===== config.mk =====
export PLATFORM = sky130hd
export DESIGN_NAME = pic_loader
export DESIGN_NICKNAME = d
export VERILOG_FILES = /design/src/rtl/pic_loader.sv
export SDC_FILE = /design/constraint.sdc
export NUM_CORES = 1
export LEC_CHECK = 0
export ABC_AREA = 1
export BUFFER_PORTS_ARGS = -buffer_cell sky130_fd_sc_hd__buf_4
export CORE_AREA = 2 2 58 101
export CTS_CLUSTER_DIAMETER = 40
export DETAILED_ROUTE_END_ITERATION = 10
export DIE_AREA = 0 0 60 103
export HOLD_SLACK_MARGIN = 0.05
export PLACE_DENSITY = 0.76
export SLEW_MARGIN = 20
export SYNTH_ARGS = -nofsm -noshare
export SYNTH_HDL_FRONTEND = slang
export SYNTH_SLANG_ARGS = --single-unit

===== constraint.sdc =====
create_clock -name clk -period 2.2 [get_ports clk]
set_clock_uncertainty 0.15 [all_clocks]
set_input_delay 0.44 -clock clk [delete_from_list [all_inputs] [get_ports clk]]
set_output_delay 0.44 -clock clk [all_outputs]
set_load 0.005 [all_outputs]

===== src/rtl/pic_loader.sv =====
// Pixel-stream loader for the picture RAM: packs pixel pairs into words, writes them
// through port A, and holds a completed image until the core signals it is done.
module pic_loader #(
  parameter int PIX_W  = 8,
  parameter int DW     = 16,
  parameter int AW     = 14,
  parameter int NWORDS = 392
) (
  input  logic             clk,
  input  logic             rst_n,
  input  logic [PIX_W-1:0] s_data,
  input  logic             s_valid,
  input  logic             s_last,
  output logic             s_ready,
  output logic [AW-1:0]    pic_addr,
  output logic [DW-1:0]    pic_data,
  output logic             pic_we,
  output logic             pic_ready,
  input  logic             pic_get_finish,
  output logic             err_len
);

  localparam logic [1:0] ST_FILL = 2'd0;
  localparam logic [1:0] ST_LAST = 2'd1;
  localparam logic [1:0] ST_HOLD = 2'd2;

  localparam logic [AW:0] PIX_TERM = (AW+1)'(2*NWORDS-1);
  localparam logic [AW:0] CNT_ONE  = (AW+1)'(1);

  logic [1:0]       state;
  logic [1:0]       state_nxt;
  logic [AW:0]      pix_cnt;
  logic [PIX_W-1:0] low_byte;
  logic             accept;
  logic             odd_pix;
  logic             term_pix;

  assign accept   = s_valid && s_ready;
  assign odd_pix  = pix_cnt[0];
  assign term_pix = (pix_cnt == PIX_TERM);

  always_comb begin
    state_nxt = state;
    case (state)
      ST_FILL: if (accept && term_pix) state_nxt = ST_LAST;
      ST_LAST: state_nxt = ST_HOLD;
      ST_HOLD: if (pic_get_finish) state_nxt = ST_FILL;
      default: state_nxt = ST_FILL;
    endcase
  end

  // The word counter is the pixel counter halved, so a single counter tracks both.
  always_ff @(posedge clk or negedge rst_n) begin
    if (!rst_n) begin
      pix_cnt  <= '0;
      low_byte <= '0;
    end else if (state == ST_FILL && accept) begin
      if (!odd_pix) low_byte <= s_data;
      if (term_pix) begin
        pix_cnt <= pix_cnt;
      end else if (s_last) begin
        pix_cnt <= '0;
      end else begin
        pix_cnt <= pix_cnt + CNT_ONE;
      end
    end else if (state == ST_HOLD && pic_get_finish) begin
      pix_cnt <= '0;
    end
  end

  always_ff @(posedge clk or negedge rst_n) begin
    if (!rst_n) begin
      state     <= ST_FILL;
      s_ready   <= 1'b1;
      pic_ready <= 1'b0;
      pic_we    <= 1'b0;
      pic_addr  <= '0;
      pic_data  <= '0;
      err_len   <= 1'b0;
    end else begin
      state     <= state_nxt;
      s_ready   <= (state_nxt == ST_FILL);
      pic_ready <= (state_nxt == ST_HOLD);
      pic_we    <= 1'b0;
      err_len   <= 1'b0;
      if (state == ST_FILL && accept) begin
        // An early last on an even pixel still flushes the half-filled word.
        if (odd_pix) begin
          pic_we   <= 1'b1;
          pic_addr <= pix_cnt[AW:1];
          pic_data <= {s_data, low_byte};
        end else if (s_last) begin
          pic_we   <= 1'b1;
          pic_addr <= pix_cnt[AW:1];
          pic_data <= {{PIX_W{1'b0}}, s_data};
        end
        if (term_pix) err_len <= !s_last;
        else if (s_last) err_len <= 1'b1;
      end
    end
  end

endmodule


# ---- Yosys cells after proc, flatten, opt, wreduce, memory -nomap -nowiden
# Cells that the tools add are included.
dict set report word_totals {
  register_bits 59
  input_bits 13
  wordCells 44
}
dict set report op_classes {
  add_sub_neg 1
  eq_ne 5
  n_mux 16
  n_bitwise 1
  reduce_logical 12
}
# op n
set ops {}
lappend ops {{$mux W15} 4}
lappend ops {{$mux W16} 2}
lappend ops {{$mux W14} 2}
lappend ops {{$add A15 B1 Y15 const B} 1}
lappend ops {{$eq A15 B10 Y1 const B} 1}
lappend ops {{$pmux W2 S3} 1}
lappend ops {{$reduce_and A2 Y1} 3}
lappend ops {{$mux W1} 5}
lappend ops {{$eq A2 B2 Y1 const B} 2}
lappend ops {{$logic_and A1 B1 Y1} 4}
lappend ops {{$logic_not A2 Y1} 2}
lappend ops {{$mux W2} 2}
lappend ops {{$reduce_bool A2 Y1} 2}
lappend ops {{$eq A2 B1 Y1 const B} 1}
lappend ops {{$ne A2 B2 Y1 const B} 1}
lappend ops {{$logic_not A1 Y1} 1}
lappend ops {{$not A1 Y1} 1}

# ---- Depth between registers and ports, before layout
dict set report depth {
  word_depth 5
  mapped_depth 10
}

# ---- Worst setup path before layout
# Ideal clock, no wire load.
dict set report synth_path {
  path_kind {register to register}
  start {reg pix_cnt[1]}
  end {reg pix_cnt[4]}
  setup_ns 0.120
  t_arrival_ns 1.301
  setup_slack_ns 0.629
  stages_incl_launch_ff 10
  n_path_buf 1
  path_cell_list {dfrtp_1 -> ha_1 -> nand3_1 -> nor2_1 -> nand2_1 -> nand2_1 -> nand2_2 -> buf_6 -> nand3_2 -> o21ai_2}
}
dict set report synth_via {
  elab_chain_len 4
  word_cells_on_any_way 7
}
# element line
set synth_lines {}
lappend synth_lines {{start: declaration} 32} ;# logic [AW:0] pix_cnt;
lappend synth_lines {{start signal: assignment} 60} ;# pix_cnt <= pix_cnt;
lappend synth_lines {{start signal: assignment} 64} ;# pix_cnt <= pix_cnt + CNT_ONE;
lappend synth_lines {{$add A15 B1 Y15} 64}
lappend synth_lines {{$mux W15} 61} ;# end else if (s_last) begin
lappend synth_lines {{$mux W15} 59} ;# if (term_pix) begin
lappend synth_lines {{$mux W15} 57} ;# end else if (state == ST_FILL && accept) begin
# Several ways; a longest one is shown, not always the timed one. The select of a mux whose other input is x is not followed.
# A chain may end at the register's enable or synchronous reset.

# ---- Final worst setup path
dict set report layout_path {
  start {reg pix_cnt[1]}
  end {reg pix_cnt[0]}
}
dict set report layout_via {
  elab_chain_len 3
}
# element line
set layout_lines {}
lappend layout_lines {{$eq A15 B10 Y1} 40} ;# assign term_pix = (pix_cnt == PIX_TERM);
lappend layout_lines {{$ne A2 B2 Y1 (no line)} --}
lappend layout_lines {{$reduce_and A2 Y1 (no line)} --}
# No other way between the ends.

==> results.ini <==
[outcome]
status=finished clean

[cts]
ctsLongestPathBuffers=2
h-tree-depth=3
cts_tree=done
cts_buffers=9
clk_pin_slew_ps=60
cts_hold_buf=1
clkLatencyLatePin_ps=340
clock-sinks=59
postCtsResizedCells=0
cts_root_buffer=clkbuf_8
cts_setup_buffers=0

[logic_synthesis]
synth_compound_area_frac=0.164
synth_mux_area_frac=0
synth.net_count=342
synth_top_family_by_area=simple AND/OR/NAND/NOR gates
synth-xor-area-share=0
yosysSeqAreaShare=0.515
synth_cell_types=27
synth_fa_ha_area_frac=0.00436
avgSynthCellArea_um2=8.74
synth_area_um2=2870
synth.ff_latch_count=59
yosys.area_share.simple=0.233
syn_inst=328
synth_warnings=0

[grt]
antenna_found_initial=0
track_usage=0.229
grt_pass1_vias=2204
grt_pass1_wl_um=10200
grt_max_degree=60
grt-ovfl-total=0

[die]
core_um2=5450
rows=36
die_h_um=103
die_w_um=60
initial_core_util=0.526
ios=47
die_area_um2=6180

[setup_path]
required_ps=2280
critPathTopFamily=simple AND/OR/NAND/NOR gates
endpoint_kind=flop
path_cells=ha_1 > nand3_1 > nor2_1 > nand2_1 > nand2_1 > nand2_2 > buf_4 > nand3_1 > o21ai_2
arrival_ps=2000
critPathKind=reg -> reg
crit_path_start_kind=flop
rr_worst_depth=9
critical_path.max_fanout=13
reg2reg_slack_ps=280
cp_slowest_stage_delay_ps=390
crit_slowest_cell=dfrtp_1
reg2reg_from=pix_cnt[1]
worstPathBufferInverterCount=1
rr_endpoint=pix_cnt[0]

[timing]
fmax_mhz=522
hold_violations=0
slew_headroom=0.512
maxSlewViolCount=0
finalSetupTns_ps=0
fin_crit_ps=1920
worst_slew_pin_slew_ps=733
rsz0062_at_grt=no
layout_setup_ws_ps=284
finalCritPeriodShare=0.871
setup_viol=0

[worst_hold_path]
min_path_cells=3
hp-start=s_data[3]
hold_end=pic_data[11]
hp-class=in -> reg

[layout]
diodes=0
register_area_um2=1480
final_nets=391
multi_input_area_um2=1150
layout-drive-gt1-share=0.280
utilization=0.637
area_growth_pct=21.0
final_area_um2=3470
fill_cells=476

[drt]
vias=2363
ant_nets=0
drt-vias-per-instance=5.16
wirelength_um=6210
wire_per_inst_um=13.6
drtPass1Iterations=5
drcViolationCount=0
drt-initial-drc-count=92

[power_and_ir_drop]
p_seq_frac=0.444
powerDensity_nw_per_um2=848
fin_total_pwr_mw=2.94
internal_power_mw=2.14
swShare=0.272
leakage_nw=1.74
p_clk_frac=0.381
switchingPower_mw=0.801
irDropWorstVdd_v=0.000711
pwr-share-comb=0.175

[placement]
place_area_um2=3230
dp.final_hpwl_um=4310
gp_congestion=0.869
portBuffers=46
dp_slack_ps=292

[run]
cap_violations=0

[worst max-delay path by stage]
stage                          start           to  slack, ps  depth (start not counted)
after detailed placement     s_valid  low_byte[7]        290                          7
after global placement       s_valid  low_byte[3]        320                          7
final                     pix_cnt[1]   pix_cnt[0]        280                          9
after floorplan           pix_cnt[1]   pix_cnt[4]        630                          9
after CTS                    s_ready  low_byte[7]        300                          6
after global routing      pix_cnt[1]   pix_cnt[0]        110                          9
[synthesized netlist by cell type]
library cell / instances / share of area
nand2_1: 94 / 0.12
dfrtp_1: 58 / 0.51
inv_1: 33 / 0.043
o21ai_2: 31 / 0.095
nor2_1: 23 / 0.030
o21ai_0: 19 / 0.033
nand3_1: 15 / 0.026
nand4_1: 12 / 0.026
o31ai_1: 8 / 0.021
buf_6: 7 / 0.028
a21oi_1: 4 / 0.0070
clkbuf_1: 3 / 0.0039
nand2_2: 3 / 0.0065
nor3_1: 3 / 0.0052
buf_2: 2 / 0.0035
nor3b_1: 2 / 0.0052
a21oi_4: 1 / 0.0057
buf_1: 1 / 0.0013
dfstp_2: 1 / 0.0092
ha_1: 1 / 0.0044
inv_2: 1 / 0.0013
inv_4: 1 / 0.0022
nand3_2: 1 / 0.0035
nand3b_1: 1 / 0.0026
nor2_2: 1 / 0.0022
o21a_1: 1 / 0.0026
or2_2: 1 / 0.0022
[cells in the final DEF, fill, tap and decap left out, types with 8 or more instances in the layout]
cell type  instances
dfrtp_1           58
nand3_1           15
inv_1             33
clkbuf_8          11
nand4_1           12
nand2_1           94
o21ai_2           31
buf_4             50
o21ai_0           19
nor2_1            23
o31ai_1            8
[tightest hold or removal path: cells and delay by family]
| kind | cells | cell delay [ps] |
|---|---|---|
| AOI/OAI and AO/OA | 1 | 80 |
| buffers and inverters | 2 | 170 |
[through the flow]
stage	cells	hold slack [ps]
6_report	458	245
3_5_place_dp	441	319
2_1_floorplan	328	-5.59
5_1_grt	458	257
4_1_cts	458	230
3_3_place_gp	441	311
[cell families after synthesis]
kind of cell    after synthesis
simple gates                156
compound gates               64
flops                        59
buf+inv                      48
fa+ha+maj                     1
[power by group through the flow]
stage | Clock [mW] | Combinational [mW] | Sequential, mW
floorplan | 0 | 0.303 | 1.31
global placement | 0 | 0.506 | 1.32
detailed placement | 0 | 0.522 | 1.32
CTS | 1.14 | 0.524 | 1.31
global route | 1.18 | 0.584 | 1.32
finish | 1.12 | 0.515 | 1.31
[cell type report]
cell class                 count  area share
tap                           76      0.0274
sequential                    59       0.426
timing repair buffer          51       0.111
multi-input combinational    221       0.332
clock buffer                  11      0.0436
inverter                      35      0.0386
clock inverter                 5      0.0216
[state kept, by name, indices dropped and copies added (netlist names)]
signal,cells
pic_we,1
state,2
pic_data,16
pix_cnt,15
low_byte,8
pic_ready,1
pic_addr,14
s_ready,1
err_len,1
[layer usage]
metal	vias up	share of wire	global-route usage
met4	0	0.030	0.111
met2	64	0.54	0.400
li1	1166	-	-
met3	14	0.044	0.0665
met5	-	0	0
met1	1119	0.38	0.244
(Power assumes the default switching activity.)
